`src/rtl/conv_seq_pkg.sv`:
```
// Shared types and helpers for the convolution tile sequencer.
// Holds the FSM state encoding and a $clog2 variant that never returns 0.
// No ports; imported by conv_tile_sequencer and conv_seq_addr_gen.
package conv_seq_pkg;

   typedef enum logic [2:0] {
      ST_IDLE,
      ST_FETCH,
      ST_LOAD,
      ST_MAC,
      ST_DRAIN,
      ST_DONE
   } conv_seq_state_t;

   // Counter width for a modulus n; a 1-entry counter still needs one bit.
   function automatic int clog2_min1(input int n);
      return (n <= 1) ? 1 : $clog2(n);
   endfunction

endpackage

```
`src/rtl/conv_seq_addr_gen.sv`:
```
// Address register: loads a base, advances by ADDR_STEP on step_i, else holds.
// Latency: new value visible the cycle after load_i/step_i; no backpressure of its own.
// Ports: clk, rst_n (async low), load_i/base_i (base load), step_i (advance), addr_o.
module conv_seq_addr_gen #(
   parameter int ADDR_W    = 32,
   parameter int ADDR_STEP = 4
) (
   input  logic              clk,
   input  logic              rst_n,
   input  logic              load_i,
   input  logic [ADDR_W-1:0] base_i,
   input  logic              step_i,
   output logic [ADDR_W-1:0] addr_o
);

   logic [ADDR_W-1:0] addr_q;

   // Load wins over step; the sum wraps modulo 2^ADDR_W.
   always_ff @(posedge clk or negedge rst_n) begin
      if (!rst_n) begin
         addr_q <= '0;
      end else if (load_i) begin
         addr_q <= base_i;
      end else if (step_i) begin
         addr_q <= addr_q + ADDR_W'(ADDR_STEP);
      end
   end

   assign addr_o = addr_q;

endmodule

```
`src/rtl/conv_tile_sequencer.sv`:
```
// Tile controller: per pass runs NIF fetch/load/KX*KX-MAC rounds, then drains POF words; TOF/POF passes.
// Latency: FETCH one cycle after start-accept; Moore outputs from registered state and counters.
// Backpressure: FETCH waits on rd_ack, DRAIN holds wr_valid/wr_sel/wr_addr until wr_ready.
// Ports: start/rd_base/wr_base (tile launch), rd_req/rd_addr/rd_ack (fetch), dp_clear/dp_load/dp_mac_en
// (datapath), wr_valid/wr_ready/wr_sel/wr_addr (drain), pass_done/tile_done/busy (status), stall_cycles.
// Build option: define CONV_SEQ_PERF_EN to count FETCH/DRAIN stall cycles in stall_cycles.
module conv_tile_sequencer
   import conv_seq_pkg::*;
#(
   parameter int KX        = 3,
   parameter int NIF       = 4,
   parameter int POF       = 2,
   parameter int TOF       = 4,
   parameter int ADDR_W    = 32,
   parameter int ADDR_STEP = 4
) (
   input  logic                         clk,
   input  logic                         rst_n,
   input  logic                         start,
   input  logic [ADDR_W-1:0]            rd_base,
   input  logic [ADDR_W-1:0]            wr_base,
   output logic                         rd_req,
   output logic [ADDR_W-1:0]            rd_addr,
   input  logic                         rd_ack,
   output logic                         dp_clear,
   output logic                         dp_load,
   output logic                         dp_mac_en,
   output logic                         wr_valid,
   input  logic                         wr_ready,
   output logic [clog2_min1(POF)-1:0]   wr_sel,
   output logic [ADDR_W-1:0]            wr_addr,
   output logic                         pass_done,
   output logic                         tile_done,
   output logic                         busy,
   output logic [31:0]                  stall_cycles
);

   localparam int POF_SAFE = (POF < 1) ? 1 : POF;
   localparam int NPASS    = TOF / POF_SAFE;
   localparam int K2       = KX * KX;
   localparam int MAP_W    = clog2_min1(NIF);
   localparam int PASS_W   = clog2_min1(NPASS);
   localparam int BEAT_W   = clog2_min1(POF);
   localparam int KC_W     = clog2_min1(K2);

   localparam logic [MAP_W-1:0]  MAP_LAST  = MAP_W'(NIF - 1);
   localparam logic [PASS_W-1:0] PASS_LAST = PASS_W'(NPASS - 1);
   localparam logic [BEAT_W-1:0] BEAT_LAST = BEAT_W'(POF - 1);
   localparam logic [KC_W-1:0]   KC_LAST   = KC_W'(K2 - 1);

   generate
      if ((POF < 1) || (NIF < 1) || ((TOF % POF_SAFE) != 0)) begin : g_bad_cfg
         $error("conv_tile_sequencer: need NIF>=1, POF>=1 and TOF divisible by POF");
      end
   endgenerate

   conv_seq_state_t    state_q;
   logic [MAP_W-1:0]   map_q;
   logic [PASS_W-1:0]  pass_q;
   logic [BEAT_W-1:0]  beat_q;
   logic [KC_W-1:0]    kcnt_q;
   logic               clr_q;
   logic               pass_done_q;

   logic start_acc;
   logic rd_step;
   logic wr_step;

   assign start_acc = (state_q == ST_IDLE) && start;
   assign rd_step   = (state_q == ST_FETCH) && rd_ack;
   assign wr_step   = (state_q == ST_DRAIN) && wr_ready;

   // clr_q is raised only on entry to the first FETCH of a pass, so a FETCH
   // stretched by a late rd_ack still clears the accumulators exactly once.
   always_ff @(posedge clk or negedge rst_n) begin
      if (!rst_n) begin
         state_q     <= ST_IDLE;
         map_q       <= '0;
         pass_q      <= '0;
         beat_q      <= '0;
         kcnt_q      <= '0;
         clr_q       <= 1'b0;
         pass_done_q <= 1'b0;
      end else begin
         clr_q       <= 1'b0;
         pass_done_q <= 1'b0;
         case (state_q)
            ST_IDLE: begin
               if (start) begin
                  map_q   <= '0;
                  pass_q  <= '0;
                  beat_q  <= '0;
                  clr_q   <= 1'b1;
                  state_q <= ST_FETCH;
               end
            end
            ST_FETCH: begin
               if (rd_ack) begin
                  state_q <= ST_LOAD;
               end
            end
            ST_LOAD: begin
               kcnt_q  <= '0;
               state_q <= ST_MAC;
            end
            ST_MAC: begin
               if (kcnt_q == KC_LAST) begin
                  if (map_q == MAP_LAST) begin
                     beat_q  <= '0;
                     state_q <= ST_DRAIN;
                  end else begin
                     map_q   <= map_q + 1'b1;
                     state_q <= ST_FETCH;
                  end
               end else begin
                  kcnt_q <= kcnt_q + 1'b1;
               end
            end
            ST_DRAIN: begin
               if (wr_ready) begin
                  if (beat_q == BEAT_LAST) begin
                     pass_done_q <= 1'b1;
                     beat_q      <= '0;
                     if (pass_q == PASS_LAST) begin
                        state_q <= ST_DONE;
                     end else begin
                        pass_q  <= pass_q + 1'b1;
                        map_q   <= '0;
                        clr_q   <= 1'b1;
                        state_q <= ST_FETCH;
                     end
                  end else begin
                     beat_q <= beat_q + 1'b1;
                  end
               end
            end
            ST_DONE: begin
               state_q <= ST_IDLE;
            end
            default: begin
               state_q <= ST_IDLE;
            end
         endcase
      end
   end

   // Read addresses run linearly through every pass (weights differ per pass).
   conv_seq_addr_gen #(
      .ADDR_W   (ADDR_W),
      .ADDR_STEP(ADDR_STEP)
   ) u_rd_addr (
      .clk   (clk),
      .rst_n (rst_n),
      .load_i(start_acc),
      .base_i(rd_base),
      .step_i(rd_step),
      .addr_o(rd_addr)
   );

   conv_seq_addr_gen #(
      .ADDR_W   (ADDR_W),
      .ADDR_STEP(ADDR_STEP)
   ) u_wr_addr (
      .clk   (clk),
      .rst_n (rst_n),
      .load_i(start_acc),
      .base_i(wr_base),
      .step_i(wr_step),
      .addr_o(wr_addr)
   );

   assign rd_req    = (state_q == ST_FETCH);
   assign dp_clear  = clr_q;
   assign dp_load   = (state_q == ST_LOAD);
   assign dp_mac_en = (state_q == ST_MAC);
   assign wr_valid  = (state_q == ST_DRAIN);
   assign wr_sel    = (state_q == ST_DRAIN) ? beat_q : '0;
   assign pass_done = pass_done_q;
   assign tile_done = (state_q == ST_DONE);
   assign busy      = (state_q != ST_IDLE);

`ifdef CONV_SEQ_PERF_EN
   logic [31:0] stall_q;

   always_ff @(posedge clk or negedge rst_n) begin
      if (!rst_n) begin
         stall_q <= '0;
      end else if (start_acc) begin
         stall_q <= '0;
      end else if (((state_q == ST_FETCH) && !rd_ack) || ((state_q == ST_DRAIN) && !wr_ready)) begin
         if (stall_q != 32'hFFFF_FFFF) begin
            stall_q <= stall_q + 32'd1;
         end
      end
   end

   assign stall_cycles = stall_q;
`else
   assign stall_cycles = 32'd0;
`endif

endmodule

```
`config.mk`:
```
export PLATFORM = sky130hd
export DESIGN_NAME = conv_tile_sequencer
export DESIGN_NICKNAME = d
export VERILOG_FILES = /design/src/rtl/conv_seq_pkg.sv /design/src/rtl/conv_seq_addr_gen.sv /design/src/rtl/conv_tile_sequencer.sv
export SDC_FILE = /design/constraint.sdc
export NUM_CORES = 1
export LEC_CHECK = 0
export ABC_CLOCK_PERIOD_IN_PS = 3000
export CELL_PAD_IN_SITES_DETAIL_PLACEMENT = 1
export CELL_PAD_IN_SITES_GLOBAL_PLACEMENT = 1
export CORE_ASPECT_RATIO = 0.75
export CORE_MARGIN = 1.5
export CORE_UTILIZATION = 33
export DETAILED_ROUTE_END_ITERATION = 7
export GPL_TIMING_DRIVEN = 0
export PLACE_DENSITY_LB_ADDON = 0.3
export SLEW_MARGIN = 20
export SYNTH_ARGS = -nofsm -noshare
export SYNTH_HDL_FRONTEND = slang
export SYNTH_HIERARCHICAL = 1
export SYNTH_SLANG_ARGS = --single-unit
```
`constraint.sdc`:
```
create_clock -name clk -period 3 [get_ports clk]
set_input_delay 0.9 -clock clk [delete_from_list [all_inputs] [get_ports clk]]
set_output_delay 0.9 -clock clk [all_outputs]
set_load 0.02 [all_outputs]
```
After elaboration in Yosys (flattened, before gate mapping)
Cells that the tools add are included.

operators by class
  $add $sub $neg = 6
  eq/ne operators = 16
  multiplexer cells = 40
  reduce and logical (&&, ||, !) cells = 15

operators with widths
  operator                                                                count
  32-bit 2-to-1 mux                                                       4
  32-bit by 3-bit adder with 32-bit output (second input constant)        2
  3-bit 2-to-1 mux                                                        7
  1-bit 2-to-1 mux                                                        16
  3-bit case mux with 5 select lines                                      1
  2-bit 2-to-1 mux                                                        6
  2-bit by 1-bit != test with 1-bit output (second input constant)        5
  5-bit AND reduction                                                     2
  2-bit != test (second input constant)                                   4
  4-bit case mux with 2 select lines                                      1
  2-bit nonzero test                                                      4
  7-bit AND reduction                                                     1
  3-bit by 2-bit equality test with 1-bit output (second input constant)  2
  3-bit equality test (second input constant)                             2
  2-bit case mux with 3 select lines                                      1
  3-bit nonzero test                                                      2
  4-bit by 1-bit adder with 4-bit output (second input constant)          1
  4-bit equality test (second input constant)                             1
  4-bit 2-to-1 mux                                                        1
  1-bit case mux with 2 select lines                                      2
  4-bit AND reduction                                                     1
  3-bit by 1-bit equality test with 1-bit output (second input constant)  1
  1-bit logical AND                                                       3
  3-bit zero test                                                         1
  other kinds (5)                                                         6

word-level totals
  flip-flop bits (word level) = 77
  logic and storage cells = 86

Depth between registers and ports, before layout
  word-level depth = 5
  mapped depth = 13

By module
Netlist, hierarchy kept.

modules (own cells, without submodules)
  module               instances  cells an instance  area each (um^2)
  conv_seq_addr_gen    2          200                1,820.5
  conv_tile_sequencer  1          118                1,034.7

Worst setup path before layout
OpenSTA, ideal clock, no wires.

  kind = register to register
  start point = register state_q[2]
  end point = register u_rd_addr.addr_q[29] (netlist: u_rd_addr/addr_o[29])
  arrival time = 2.978 ns
  required time = 2.918 ns
  setup slack = -0.060 ns
  stages on the path, launching flop included = 10
  path buffers = 3
  period minus slack after synthesis = 3.060 ns
  cell sequence = dfrtp_1 > buf_2 > nor3b_1 > and2_1 > buf_6 > nand4_2 > buf_6 > or4b_4 > or4_1 > a31oi_1

between the ends
  longest elaborated chain between the ends = 3
  elaborated cells between the ends (all ways) = 6

RTL lines
  item                                            RTL line                   RTL
  start, declared                                 conv_tile_sequencer.sv:57  conv_seq_state_t state_q;
  start signal, assigned                          conv_tile_sequencer.sv:77  state_q <= ST_IDLE;
  start signal, assigned                          conv_tile_sequencer.sv:94  state_q <= ST_FETCH;
  start signal, assigned                          conv_tile_sequencer.sv:99  state_q <= ST_LOAD;
  3-bit by 1-bit equality test with 1-bit output  -
  named net rd_req                                conv_tile_sequencer.sv:22  output logic rd_req,
  1-bit logical AND                               conv_tile_sequencer.sv:70  assign rd_step = (state_q == ST_FETCH) && rd_ack;
  named net rd_step                               conv_tile_sequencer.sv:66  logic rd_step;
  2-bit nonzero test (no source line)             -
  end signal, assigned                            conv_seq_addr_gen.sv:23    addr_q <= base_i;
  end signal, assigned                            conv_seq_addr_gen.sv:25    addr_q <= addr_q + ADDR_W'(ADDR_STEP);
  end, declared                                   conv_seq_addr_gen.sv:16    logic [ADDR_W-1:0] addr_q;

The timed path passes the listed nets, and every way through them passes these cells.
A chain may end at the register's enable or synchronous reset.

Worst setup path in the final report
  start point = register state_q[1]
  end point = register u_wr_addr.addr_q[29] (netlist: u_wr_addr/addr_o[29])

between the ends
  longest elaborated chain between the ends = 3
  elaborated cells between the ends (all ways) = 6

RTL lines
  item                                 RTL line                   RTL
  3-bit equality test                  conv_tile_sequencer.sv:71  assign wr_step = (state_q == ST_DRAIN) && wr_ready;
  1-bit logical AND                    conv_tile_sequencer.sv:71
  named net wr_step                    conv_tile_sequencer.sv:67  logic wr_step;
  2-bit nonzero test (no source line)  -
  end signal, assigned                 conv_seq_addr_gen.sv:23
  end signal, assigned                 conv_seq_addr_gen.sv:25
  end, declared                        conv_seq_addr_gen.sv:16

The timed path passes the listed nets, and every way through them passes these cells.

==> out/metrics.cfg <==
[clock_tree]
cts.sinks=77
htreeDepth=3
cts_buffers=9
cts_root_buffer=clkbuf_16
cts_tree=done
clk_pin_slew_ns=0.06
clkLatencyLatePin_ns=0.33
clk_path_buf_depth=2

[placement]
io_buffers=141
dp_hpwl_um=11700
dp_cells=866
place.gp.congestion=0.853
pre_cts_ws_ns=-0.479

[timing]
tightest_slew_ns=0.552
period_share_pct=95.1
worst_slack_ns=0.147
finalClockSkew_ns=0.00862
rsz0062_at_grt=no
finalHoldViolCount=0
slew_viol_final=0
fin_crit_ns=2.85
fin_tns_setup_ns=0
slew_headroom_pct=63.2
finalSetupViolations=0
fmaxAchievable_mhz=351

[yosys]
ys_top_cells_by_count=dfrtp_1, nand2_1, o21ai_0
ys_types=46
synth-compound-area-share_pct=14.2
synth_top_family_by_area=simple AND/OR/NAND/NOR gates
synth.most_common_cell=dfrtp_1
yosys.area_share.simple_pct=25.3
synth_area_per_cell_sq_um=9.03
synth-seq-cells=77
synth_mux_area_share_pct=2.60
synth_area_leaders=dfrtp_1, buf_4, nand2_1, o21ai_0, o31ai_1
synth_ff_type=dfrtp_1
synth-xor-area-share_pct=5.81
synth_top_area_share_pct=41.2
synthesis.instances=518
yosys_warnings=6
netlist_area_sq_um=4680
synth_edf_count=0
synthArstFlopShare_pct=100
synth_fa_ha_area_share_pct=1.34
post-synth-top-area-cell=dfrtp_1
synth_seq_area_share_pct=41.2

[detailed_routing]
postRouteAntennaNets=0
dr.pass1.iters=4
via_count=4635
routedWlPerCell_um=17.4
drt_iter0_drc=271
wl_um=15300
viasPerCell=5.26
remaining_drc_errors=0

[cells_and_area]
layout-drive-gt1-share_pct=11.7
regArea_sq_um=1930
instances_no_fill=882
final_nets=778
fillers=1604
multi_input_area_sq_um=2440
area_delta_synth_final_pct=44.8
diodes=0

[global_routing]
use_met2_pct=35.8
grt_pass1_wl_um=25400
grt_antenna_before_repair=0
met3_usage_pct=4.32
grt.overflow.total=0
gr-max-usage-layer=met2
grt_pass1_vias=4956
grt_start_max_net_pins=49
met1_usage_pct=28.0
grtUsageTotal_pct=21.2

[pwr]
comb_power_share_pct=47.6
clock_power_share_pct=16.4
p_sw_share_pct=42.3
p_int_mw=3.52
pwr-share-seq_pct=36.0
power.switching_mw=2.59
total_leakage_power_nw=2.64
ir_drop_uv=398
powerDensity_nw_per_um2=902

[job]
drv_cap=0

[floorplan]
fp.dieH_um=106
boundaryPins=174
design.die.area_sq_um=14900
core.rowCount=37
core_area_sq_um=13800
floorplan.initialDensity_pct=33.9
die_w_um=140

[worst_hold_path]
min_path_type=in2async

[critical_path]
cp_data_required_time_ns=3.25
crit_path_start_kind=flip-flop
critPathCaptureType=flip-flop
critical_path.max_fanout=10
critPathKind=reg2reg
arrival_ns=3.10

[run_status]
outcome=completed

==> layer usage <==
| metal | part of all wire (%) | wire, um | vias up |
|---|---|---|---|
| met1 | 45 | 6960 | 2309 |
| met4 | 0.65 | 99 | 0 |
| met5 | 0 | 0 | - |
| met3 | 4.2 | 649 | 6 |
| li1 | - | - | 2207 |
| met2 | 50 | 7600 | 113 |
==> cells by family after synthesis <==
| group | Yosys count |
|---|---|
| AND/OR/NAND/NOR | 211 |
| adder cells (fa/ha/maj) | 5 |
| AO/OA/AOI/OAI | 106 |
| XOR/XNOR | 31 |
| buffers and inverters | 76 |
| multiplexers | 11 |
| flip-flops | 77 |
| other | 1 |
==> final timing paths <==
check                                    start                    to  slack (ns)  cells past startpoint
hold / removal                           rst_n  u_rd_addr/addr_o[10]        0.51                      1
max in group asynchronous                rst_n   u_wr_addr/addr_o[5]        1.89                      2
min in group clk           u_wr_addr/addr_o[1]   u_wr_addr/addr_o[1]        0.52                      1
setup / recovery                    state_q[1]  u_wr_addr/addr_o[29]        0.15                     11
hold reg to reg            u_wr_addr/addr_o[1]   u_wr_addr/addr_o[1]        0.52                      1
setup reg to reg                    state_q[1]  u_wr_addr/addr_o[29]        0.15                     11
==> power by group through the flow <==
stage	sequential (mW)	combinational, mW	clock, mW
final	2.20	2.91	1.01
after global routing	2.30	3.15	1.07
after CTS	2.20	2.93	1.03
after detailed placement	2.20	2.91	0
after global placement	2.16	2.80	0
after floorplan	2.53	1.11	0
==> state kept, by name, indices dropped and copies added, names as in the netlist <==
signal	flops
pass_done	1
map_q	2
beat_q	1
u_rd_addr/addr_o	32
kcnt_q	4
dp_clear	1
pass_q	1
state_q	3
u_wr_addr/addr_o	32
==> placed cells by master (no fill, tap or decap), types with 6 or more instances in the layout <==
cell | netlist | routed
buf_4 | 32 | 37
a31oi_1 | 28 | 28
o21ai_0 | 40 | 40
clkbuf_16 | 0 | 9
clkbuf_1 | 18 | 16
nor3_1 | 9 | 9
nor4_1 | 8 | 8
or4_1 | 24 | 24
nor2_1 | 32 | 32
inv_1 | 14 | 14
and4_1 | 12 | 12
conb_1 | 1 | 32
clkdlybuf4s50_1 | 0 | 138
xnor2_1 | 18 | 18
nand3_1 | 21 | 21
and2_1 | 5 | 6
o31ai_1 | 25 | 25
nand4_1 | 15 | 15
xor2_1 | 13 | 13
nand2_1 | 59 | 59
dfrtp_1 | 77 | 76
==> stage by stage <==
stage / power [mW] / cell area, sq um / utilization [%] / hold slack (ns)
final: 6.11 / 6770 / 49.1 / 0.509
after global routing: 6.52 / 6770 / 49.1 / 0.528
after CTS: 6.16 / 6770 / 49.0 / 0.514
after detailed placement: 5.10 / 6450 / 46.8 / 0.514
after global placement: 4.96 / 6430 / 46.6 / 0.492
after floorplan: 3.64 / 4800 / - / 0.497
==> what timing repair did <==
action	4_1_cts	5_1_grt
hold endpoints to repair	0	0
endpoints found under the setup margin	19	8
resized for setup	11	5
buffers inserted	2	0
hold buffers	0	0
pin swaps	1	2
==> worst max-delay path, stage by stage (launching register included) <==
cell	delay, ns
dfrtp_2	0.49
nor2_4	0.14
and2_1	0.16
buf_4	0.14
nand2_1	0.06
inv_1	0.07
buf_6	0.13
nand4_2	0.12
buf_6	0.17
or4b_4	0.55
or4_1	0.54
a31oi_1	0.19
==> area by class of cell <==
class                      instances  area share (%)
tap                              175            3.23
timing repair buffer             144            21.4
sequential                        77            28.5
inverter                          17           0.961
multi-input combinational        396            36.0
buffer                            59            5.89
clock inverter                     1           0.111
clock buffer                      13            3.84
Note: power is estimated with default switching activity, not from simulation.
